===== config.mk =====
export PLATFORM = sky130hd
export DESIGN_NAME = multicycle_control
export DESIGN_NICKNAME = d
export VERILOG_FILES = /design/src/rtl/multicycle_control_pkg.sv /design/src/rtl/bus_timeout_counter.sv /design/src/rtl/multicycle_control.sv
export SDC_FILE = /design/constraint.sdc
export NUM_CORES = 1
export LEC_CHECK = 0
export ABC_AREA = 1
export CAP_MARGIN = 20
export CORE_ASPECT_RATIO = 1.1
export CORE_MARGIN = 4
export CORE_UTILIZATION = 32
export CTS_BUF_LIST = sky130_fd_sc_hd__clkbuf_4
export CTS_CLUSTER_DIAMETER = 30
export DETAILED_ROUTE_END_ITERATION = 16
export HOLD_SLACK_MARGIN = 0.1
export REMOVE_ABC_BUFFERS = 1
export SLEW_MARGIN = 20
export SYNTH_ARGS = -nofsm -noshare
export SYNTH_HDL_FRONTEND = slang
export SYNTH_SLANG_ARGS = --single-unit

===== constraint.sdc =====
create_clock -name clk -period 3.4 [get_ports clk]
set_input_delay 0.68 -clock clk [delete_from_list [all_inputs] [get_ports clk]]
set_output_delay 0.68 -clock clk [all_outputs]
set_load 0.005 [all_outputs]

===== src/rtl/multicycle_control_pkg.sv =====
// Shared definitions for the multicycle control FSM: state encoding, the
// opcodes it decodes, datapath select encodings and trap cause codes.
package multicycle_control_pkg;

  typedef enum logic [4:0] {
    S_FETCH,
    S_DECODE,
    S_EXEC_R,
    S_EXEC_I,
    S_ALU_WB,
    S_MEM_ADDR,
    S_MEM_RD,
    S_MEM_WB,
    S_MEM_WR,
    S_BRANCH,
    S_JAL,
    S_JALR,
    S_JALR_LINK,
    S_LINK_WB,
    S_LUI,
    S_AUIPC,
    S_TRAP
  } state_t;

  localparam logic [6:0] OPCODE_OP     = 7'b0110011;
  localparam logic [6:0] OPCODE_OP_IMM = 7'b0010011;
  localparam logic [6:0] OPCODE_LOAD   = 7'b0000011;
  localparam logic [6:0] OPCODE_STORE  = 7'b0100011;
  localparam logic [6:0] OPCODE_BRANCH = 7'b1100011;
  localparam logic [6:0] OPCODE_JAL    = 7'b1101111;
  localparam logic [6:0] OPCODE_JALR   = 7'b1100111;
  localparam logic [6:0] OPCODE_LUI    = 7'b0110111;
  localparam logic [6:0] OPCODE_AUIPC  = 7'b0010111;
  localparam logic [6:0] OPCODE_FENCE  = 7'b0001111;
  localparam logic [6:0] OPCODE_SYSTEM = 7'b1110011;

  localparam logic [1:0] SRC_A_PC     = 2'b00;
  localparam logic [1:0] SRC_A_RS1    = 2'b01;
  localparam logic [1:0] SRC_A_PC_OLD = 2'b10;
  localparam logic [1:0] SRC_A_ZERO   = 2'b11;

  localparam logic [1:0] SRC_B_RS2  = 2'b00;
  localparam logic [1:0] SRC_B_FOUR = 2'b01;
  localparam logic [1:0] SRC_B_IMM  = 2'b10;

  localparam logic [1:0] ALUOP_ADD    = 2'b00;
  localparam logic [1:0] ALUOP_BRANCH = 2'b01;
  localparam logic [1:0] ALUOP_FUNCT  = 2'b10;

  localparam logic [1:0] CAUSE_NONE    = 2'b00;
  localparam logic [1:0] CAUSE_ILLEGAL = 2'b01;
  localparam logic [1:0] CAUSE_TIMEOUT = 2'b10;
  localparam logic [1:0] CAUSE_SYSTEM  = 2'b11;

endpackage


===== src/rtl/bus_timeout_counter.sv =====
// Counts consecutive bus wait cycles and flags expiry on the N-th one.
// Ports: clk, reset (sync, active-high), clear (restart count),
//        enable (a wait cycle is happening), expired (this wait cycle is the N-th).
module bus_timeout_counter #(
  parameter int unsigned N = 1
) (
  input  logic clk,
  input  logic reset,
  input  logic clear,
  input  logic enable,
  output logic expired
);

  localparam int unsigned W = (N > 1) ? $clog2(N) : 1;

  logic [W-1:0] count;

  // count holds the number of wait cycles already completed
  assign expired = enable && (count == W'(N - 1));

  always_ff @(posedge clk) begin
    if (reset || clear) begin
      count <= '0;
    end else if (enable && !expired) begin
      count <= count + W'(1);
    end
  end

endmodule


===== src/rtl/multicycle_control.sv =====
// Multicycle RV32 control FSM: sequences fetch/decode/execute/memory/writeback
// and drives datapath strobes as a decode of the current state.
// Ports: clk, reset (sync, active-high); opcode/funct3 from IR; mem_ready;
//        datapath strobes and selects; trap/trap_cause; retire pulse and count.
module multicycle_control
  import multicycle_control_pkg::*;
#(
  parameter int unsigned MEM_TIMEOUT     = 0,
  parameter bit          TRAP_ON_ILLEGAL = 1'b1
) (
  input  logic        clk,
  input  logic        reset,
  input  logic [6:0]  opcode,
  input  logic [2:0]  funct3,
  input  logic        mem_ready,
  output logic        mem_read,
  output logic        mem_write,
  output logic        lord,
  output logic        ir_write,
  output logic        pc_write,
  output logic        pc_write_cond,
  output logic        pc_source,
  output logic        memory_to_reg,
  output logic        reg_write,
  output logic        is_immediate,
  output logic        branch_negate,
  output logic [1:0]  alu_src_a,
  output logic [1:0]  alu_src_b,
  output logic [1:0]  aluop,
  output logic        trap,
  output logic [1:0]  trap_cause,
  output logic        retire,
  output logic [31:0] retire_count
);

  state_t     state, next_state;
  logic [1:0] next_cause;
  logic       skip_retire_c;
  logic       timeout_c;
  logic       do_retire_c;
  logic       mem_read_c, mem_write_c, ir_write_c, pc_write_c, pc_write_cond_c, reg_write_c;
  logic       unused_funct3;

  assign unused_funct3 = funct3[1];

  // Bus wait timer, only present when a timeout is configured
  if (MEM_TIMEOUT > 0) begin : g_timeout
    logic bus_wait_c, clear_c, enable_c;
    assign bus_wait_c = (state == S_FETCH) || (state == S_MEM_RD) || (state == S_MEM_WR);
    assign enable_c   = bus_wait_c && !mem_ready;
    assign clear_c    = mem_ready || (next_state != state);
    bus_timeout_counter #(.N(MEM_TIMEOUT)) u_timeout (
      .clk     (clk),
      .reset   (reset),
      .clear   (clear_c),
      .enable  (enable_c),
      .expired (timeout_c)
    );
  end else begin : g_no_timeout
    assign timeout_c = 1'b0;
  end

  // Next-state logic; mem_ready beats a same-cycle timeout
  always_comb begin
    next_state    = state;
    next_cause    = CAUSE_NONE;
    skip_retire_c = 1'b0;
    case (state)
      S_FETCH: begin
        if (mem_ready) begin
          next_state = S_DECODE;
        end else if (timeout_c) begin
          next_state = S_TRAP;
          next_cause = CAUSE_TIMEOUT;
        end
      end
      S_DECODE: begin
        case (opcode)
          OPCODE_OP:     next_state = S_EXEC_R;
          OPCODE_OP_IMM: next_state = S_EXEC_I;
          OPCODE_LOAD,
          OPCODE_STORE:  next_state = S_MEM_ADDR;
          OPCODE_BRANCH: next_state = S_BRANCH;
          OPCODE_JAL:    next_state = S_JAL;
          OPCODE_JALR:   next_state = S_JALR;
          OPCODE_LUI:    next_state = S_LUI;
          OPCODE_AUIPC:  next_state = S_AUIPC;
          OPCODE_FENCE:  next_state = S_FETCH;
          OPCODE_SYSTEM: begin
            next_state = S_TRAP;
            next_cause = CAUSE_SYSTEM;
          end
          default: begin
            if (TRAP_ON_ILLEGAL) begin
              next_state = S_TRAP;
              next_cause = CAUSE_ILLEGAL;
            end else begin
              // an illegal opcode run as NOP is dropped, not counted as retired
              next_state    = S_FETCH;
              skip_retire_c = 1'b1;
            end
          end
        endcase
      end
      S_EXEC_R, S_EXEC_I, S_LUI, S_AUIPC: next_state = S_ALU_WB;
      S_ALU_WB, S_LINK_WB, S_MEM_WB, S_BRANCH: next_state = S_FETCH;
      S_MEM_ADDR: next_state = (opcode == OPCODE_STORE) ? S_MEM_WR : S_MEM_RD;
      S_MEM_RD, S_MEM_WR: begin
        if (mem_ready) begin
          next_state = (state == S_MEM_RD) ? S_MEM_WB : S_FETCH;
        end else if (timeout_c) begin
          next_state = S_TRAP;
          next_cause = CAUSE_TIMEOUT;
        end
      end
      S_JAL:       next_state = S_LINK_WB;
      S_JALR:      next_state = S_JALR_LINK;
      S_JALR_LINK: next_state = S_LINK_WB;
      S_TRAP:      next_state = S_TRAP;
      default:     next_state = S_FETCH;
    endcase
  end

  assign do_retire_c = (next_state == S_FETCH) && (state != S_FETCH) &&
                       (state != S_TRAP) && !skip_retire_c;

  // State, trap cause and retire bookkeeping
  always_ff @(posedge clk) begin
    if (reset) begin
      state        <= S_FETCH;
      trap_cause   <= CAUSE_NONE;
      retire       <= 1'b0;
      retire_count <= '0;
    end else begin
      state  <= next_state;
      retire <= do_retire_c;
      if (do_retire_c) begin
        retire_count <= retire_count + 32'd1;
      end
      if ((next_state == S_TRAP) && (state != S_TRAP)) begin
        trap_cause <= next_cause;
      end
    end
  end

  // Output decode of the current state
  always_comb begin
    mem_read_c      = 1'b0;
    mem_write_c     = 1'b0;
    ir_write_c      = 1'b0;
    pc_write_c      = 1'b0;
    pc_write_cond_c = 1'b0;
    reg_write_c     = 1'b0;
    lord            = 1'b0;
    pc_source       = 1'b0;
    memory_to_reg   = 1'b0;
    is_immediate    = 1'b0;
    branch_negate   = 1'b0;
    alu_src_a       = SRC_A_PC;
    alu_src_b       = SRC_B_RS2;
    aluop           = ALUOP_ADD;
    case (state)
      S_FETCH: begin
        mem_read_c = 1'b1;
        ir_write_c = mem_ready;
        pc_write_c = mem_ready;
        alu_src_b  = SRC_B_FOUR;
      end
      S_DECODE, S_AUIPC: begin
        alu_src_a = SRC_A_PC_OLD;
        alu_src_b = SRC_B_IMM;
      end
      S_EXEC_R: begin
        alu_src_a = SRC_A_RS1;
        aluop     = ALUOP_FUNCT;
      end
      S_EXEC_I: begin
        alu_src_a    = SRC_A_RS1;
        alu_src_b    = SRC_B_IMM;
        aluop        = ALUOP_FUNCT;
        is_immediate = 1'b1;
      end
      S_LUI: begin
        alu_src_a = SRC_A_ZERO;
        alu_src_b = SRC_B_IMM;
      end
      S_ALU_WB, S_LINK_WB: reg_write_c = 1'b1;
      S_MEM_ADDR: begin
        alu_src_a = SRC_A_RS1;
        alu_src_b = SRC_B_IMM;
      end
      S_MEM_RD: begin
        lord       = 1'b1;
        mem_read_c = 1'b1;
      end
      S_MEM_WB: begin
        reg_write_c   = 1'b1;
        memory_to_reg = 1'b1;
      end
      S_MEM_WR: begin
        lord        = 1'b1;
        mem_write_c = 1'b1;
      end
      S_BRANCH: begin
        alu_src_a       = SRC_A_RS1;
        aluop           = ALUOP_BRANCH;
        pc_write_cond_c = 1'b1;
        pc_source       = 1'b1;
        branch_negate   = funct3[0] ^ funct3[2];
      end
      S_JAL: begin
        pc_write_c = 1'b1;
        pc_source  = 1'b1;
        alu_src_a  = SRC_A_PC_OLD;
        alu_src_b  = SRC_B_FOUR;
      end
      S_JALR: begin
        alu_src_a  = SRC_A_RS1;
        alu_src_b  = SRC_B_IMM;
        pc_write_c = 1'b1;
      end
      S_JALR_LINK: begin
        alu_src_a = SRC_A_PC_OLD;
        alu_src_b = SRC_B_FOUR;
      end
      default: ;
    endcase
  end

  assign trap = (state == S_TRAP);

  // Architectural write strobes are held off while reset is asserted
  assign mem_read      = mem_read_c      && !reset;
  assign mem_write     = mem_write_c     && !reset;
  assign ir_write      = ir_write_c      && !reset;
  assign pc_write      = pc_write_c      && !reset;
  assign pc_write_cond = pc_write_cond_c && !reset;
  assign reg_write     = reg_write_c     && !reset;

endmodule


# Word level (Yosys, flattened, before mapping)
# Cells that the tools add are included.
# totals
register_bits	40
word_cells	84
out_inout_bits	53
# op_classes
mux	22
addsub	1
n_eq_ne	29
n_bitwise	1
reduce_logical	27
# op_table
op	count
case mux 5 bit (9 select lines)	1
equality test 5 x 4 -> 1 bit (second input constant)	8
case mux 5 bit (8 select lines)	1
adder 32 x 1 -> 32 bit (second input constant)	1
equality test 7 bit (second input constant)	4
equality test 7 x 6 -> 1 bit (second input constant)	3
equality test 5 x 3 -> 1 bit (second input constant)	4
equality test 7 x 5 -> 1 bit (second input constant)	2
OR reduction 2 bit	7
case mux 2 bit (2 select lines)	3
equality test 5 x 2 -> 1 bit (second input constant)	2
equality test 5 bit (second input constant)	2
zero test 5 bit	2
two-way mux 1 bit	10
two-way mux 5 bit	2
OR reduction 10 bit	1
logical AND 1 bit	9
OR reduction 4 bit	2
equality test 7 x 2 -> 1 bit (second input constant)	1
equality test 7 x 4 -> 1 bit (second input constant)	1
case mux 2 bit (3 select lines)	1
OR reduction 3 bit	2
OR reduction 6 bit	1
equality test 5 x 1 -> 1 bit (second input constant)	1
9 further kinds	9

# Logic depth before layout (Yosys ltp)
# depth
word_depth	7
depth_mapped	15
depth_no_buf	14

# Least setup slack after synthesis
# Ideal clock, no wire load.
# synth_timing
path_type	input-to-output
from	in reset
to	out reg_write
path_slack_ns	1.058
t_required_ns	2.720
stages	6
arrival_ns	1.662
cell_sequence	clkbuf_1 -> inv_1 -> clkbuf_1 -> buf_1 -> o21ai_0 -> inv_1
# synth_via
elab_chain_len	2
# synth_rtl
element	line	source
start, declared	multicycle_control.sv:12	input logic reset,
zero test 1 bit	multicycle_control.sv:238	assign reg_write = reg_write_c && !reset;
logical AND 1 bit	multicycle_control.sv:238	
end, declared	multicycle_control.sv:24	output logic reg_write,
# No other way between the ends.

# Worst setup path after layout
# layout_timing
from	reg state[2]
to	out alu_src_b[1]
# layout_via
elab_chain_len	3
# layout_rtl
element	line	source
start, declared	multicycle_control.sv:36	state_t state, next_state;
start signal, assigned	multicycle_control.sv:135	state <= next_state;
equality test 5 x 4 -> 1 bit, or another cell as far along	multicycle_control.sv:162	case (state)
OR reduction 6 bit (no source line) / OR reduction 3 bit (equally long branches)	-	
case mux 2 bit (2 select lines) *	multicycle_control.sv:162	
end, declared	multicycle_control.sv:28	output logic [1:0] alu_src_b,
# Every way passes the cells marked *; elsewhere a longest branch is shown, timed or not.

==> impl_metrics.json <==
{
  "grt_usage_pct": 15.33,
  "gp_congestion": 0.8757,
  "cp-end-kind": "primary output",
  "cts.repair.resized": 0,
  "met2_usage_pct": 25.16,
  "yosysMostFrequentCell": "nand2_1",
  "power_mw": 0.9805,
  "use_met1_pct": 20.55,
  "netlist_top_cells_count": "113 x nand2_1, 95 x nor2_1, 58 x nand3_1",
  "grt_use_met3_pct": 2.894,
  "syn_area_per_cell_sq_um": 5.775,
  "dpl-instance-area_sq_um": 3433,
  "crit_path_max_fanout": 5,
  "hold_path_class": "flop to flop",
  "hpwl_microns": 5739,
  "post_drt_via_cell_ratio": 4.873,
  "worstReg2RegStart": "state[0]",
  "wl_per_cell_microns": 11.94,
  "status": "finished, final reports clean",
  "synth_edf_count": 0,
  "async_reset_ff_share_pct": 0,
  "rsz0062_at_grt": "no",
  "synthTopCellsByArea": "dfxtp_1 30%, nand2_1 16%, nor2_1 13%, nand3_1 11%, inv_1 7.6%",
  "p_sw_mw": 0.3132,
  "postCtsSetupBuffers": 0,
  "clkSlewWorstSetupHoldPaths_ns": 0.12,
  "leakage_nw": 1.525,
  "portBuffers": 64,
  "synth_seq_cells": 40,
  "ys_seq_area_share_pct": 29.95,
  "slew_viol_final": 0,
  "area_growth_pct": 30.51,
  "tightest_slew_ns": 0.4028,
  "grt_pass1_wl_microns": 12740,
  "coreArea_sq_um": 8040,
  "pwr-share-seq_pct": 49.9,
  "slew_headroom_pct": 73.05,
  "fin_crit_sh_pct": 84.21,
  "cts_buffers": 5,
  "final.setup.tns_ns": 0,
  "critPathLaunchType": "flop",
  "fin_util_pct": 43.40,
  "fillerInstances": 852,
  "setup_viol": 0,
  "max_freq_mhz": 349.3,
  "dp_slack_ns": 0.4891,
  "clock_latency_ns": 0.34,
  "nets": 541,
  "grt_start_max_net_pins": 53,
  "cts_buffer_depth": 2,
  "powerDensity_nw_per_um2": 281.0,
  "die_h_microns": 103.9,
  "vias": 3099,
  "htreeDepth": 2,
  "crit_type": "flop to primary output",
  "cp.arrival_ns": 2.18,
  "clock-skew-final_ns": 0.004734,
  "period_needed_ns": 2.863,
  "diodes": 0,
  "internal-power_mw": 0.6672,
  "min_from": "trap_cause[0]",
  "die_w_microns": 95.16,
  "p_clk_share_pct": 25.4,
  "grt_pass1_vias": 2761,
  "dr.pass1.iters": 5,
  "swShare_pct": 31.95,
  "grt_antenna_before_repair": 0,
  "route.detailed.drc": 0,
  "synth_top_area_share_pct": 29.95,
  "cts_root_buf": "clkbuf_4",
  "fin_ws_ns": 0.5370,
  "cts_tree": "built",
  "grt.busiest_layer": "met2",
  "ant_nets": 0,
  "layout-drive-gt1-share_pct": 4.545,
  "drt_iter0_markers": 125,
  "peakVddDrop_v": 0.0002059,
  "required_ns": 2.72,
  "synth_cells": 463,
  "wl_microns": 7597,
  "dieArea_sq_um": 9884,
  "synth.cell_area_sq_um": 2674,
  "ctsHoldBuffers": 0,
  "initial_core_util_pct": 33.26,
  "clkSinkCount": 40,
  "fin_area_sq_um": 3490,
  "maxCapViolCount": 0,
  "power_frac_comb_pct": 24.8,
  "synth_cell_types": 28,
  "crit_start": "state[2]",
  "boundaryPins": 66,
  "fp-row-count": 34,
  "ys_warn_count": 0,
  "synthFlopType": "dfxtp_1",
  "hold_viol": 0,
  "yosysTopAreaCell": "dfxtp_1",
  "grt_overflow": 0
}
==> flip-flops by register name (all words and copies together) (netlist names) <==
name,cells
state,5
retire,1
trap_cause,2
retire_count,32
==> final cells by class <==
type,count,area [sq um],share of cell area (%)
Multi-Input combinational cell,351,1582,45.32
Sequential cell,40,800.8,22.95
Timing Repair Buffer,69,690.7,19.79
Inverter,60,225.2,6.454
Tap cell,108,135.1,3.872
Clock buffer,7,52.55,1.506
Clock inverter,1,3.754,0.1076
==> per-stage QoR <==
step           cells  hold WS, ns
2_1_floorplan    451       0.4405
3_3_place_gp     628       0.4608
3_5_place_dp     628       0.4689
4_1_cts          636       0.4868
5_1_grt          636       0.5251
6_report         636       0.4910
==> critical path, cell delays in order, from the launching register on <==
cell and delay [ns]:
dfxtp_1 0.42, inv_2 0.06, nor2_1 0.23, nand2_1 0.08
nor2_1 0.31, a21oi_1 0.11, o211ai_1 0.10, clkdlybuf4s50_1 0.53
==> routing by layer <==
layer,wire length (microns),vias up
li1,-,1627
met1,3549,1376
met2,3517,89
met3,448,7
met4,82,0
met5,0,-
==> cells by family after synthesis <==
| logic type | count (synthesis) | synth area share [%] |
|---|---|---|
| xor+xnor | 2 | 0.6552 |
| flops | 40 | 29.95 |
| simple gates | 304 | 49.23 |
| fa+ha+maj | 1 | 0.4679 |
| buf+inv | 72 | 10.90 |
| compound gates | 44 | 8.797 |
==> power groups by stage <==
stage / logic (mW) / clock network (mW) / registers (mW)
after global routing: 0.268 / 0.282 / 0.491
after CTS: 0.244 / 0.262 / 0.489
after detailed placement: 0.243 / 0 / 0.499
after floorplan: 0.132 / 0 / 0.497
final: 0.243 / 0.249 / 0.489
after global placement: 0.240 / 0 / 0.500
==> worst paths after layout <==
check | slack, ns | end | depth (start not counted)
worst max-delay path | 0.54 | alu_src_b[1] | 7
worst min-delay path | 0.49 | trap_cause[0] | 2
worst max register to register | 0.99 | retire_count[27] | 12
worst min register to register | 0.49 | trap_cause[0] | 2
==> cell usage in the layout (no fill, tap or decap), types with 2 or more instances in the layout <==
cell type        Yosys  routed
a21oi_1             34      34
a31oi_1              2       2
and3_1               2       2
buf_4                5       4
clkbuf_4             0       7
clkdlybuf4s50_1      0      64
dfxtp_1             40      40
inv_1               54      54
inv_2                6       6
nand2_1            113     113
nand3_1             58      58
nand4_1             16      16
nor2_1              95      95
nor2_4               2       2
nor3_1              14      14
o211ai_1             2       2
o21ai_0              3       3
(Power assumes the default switching activity.)
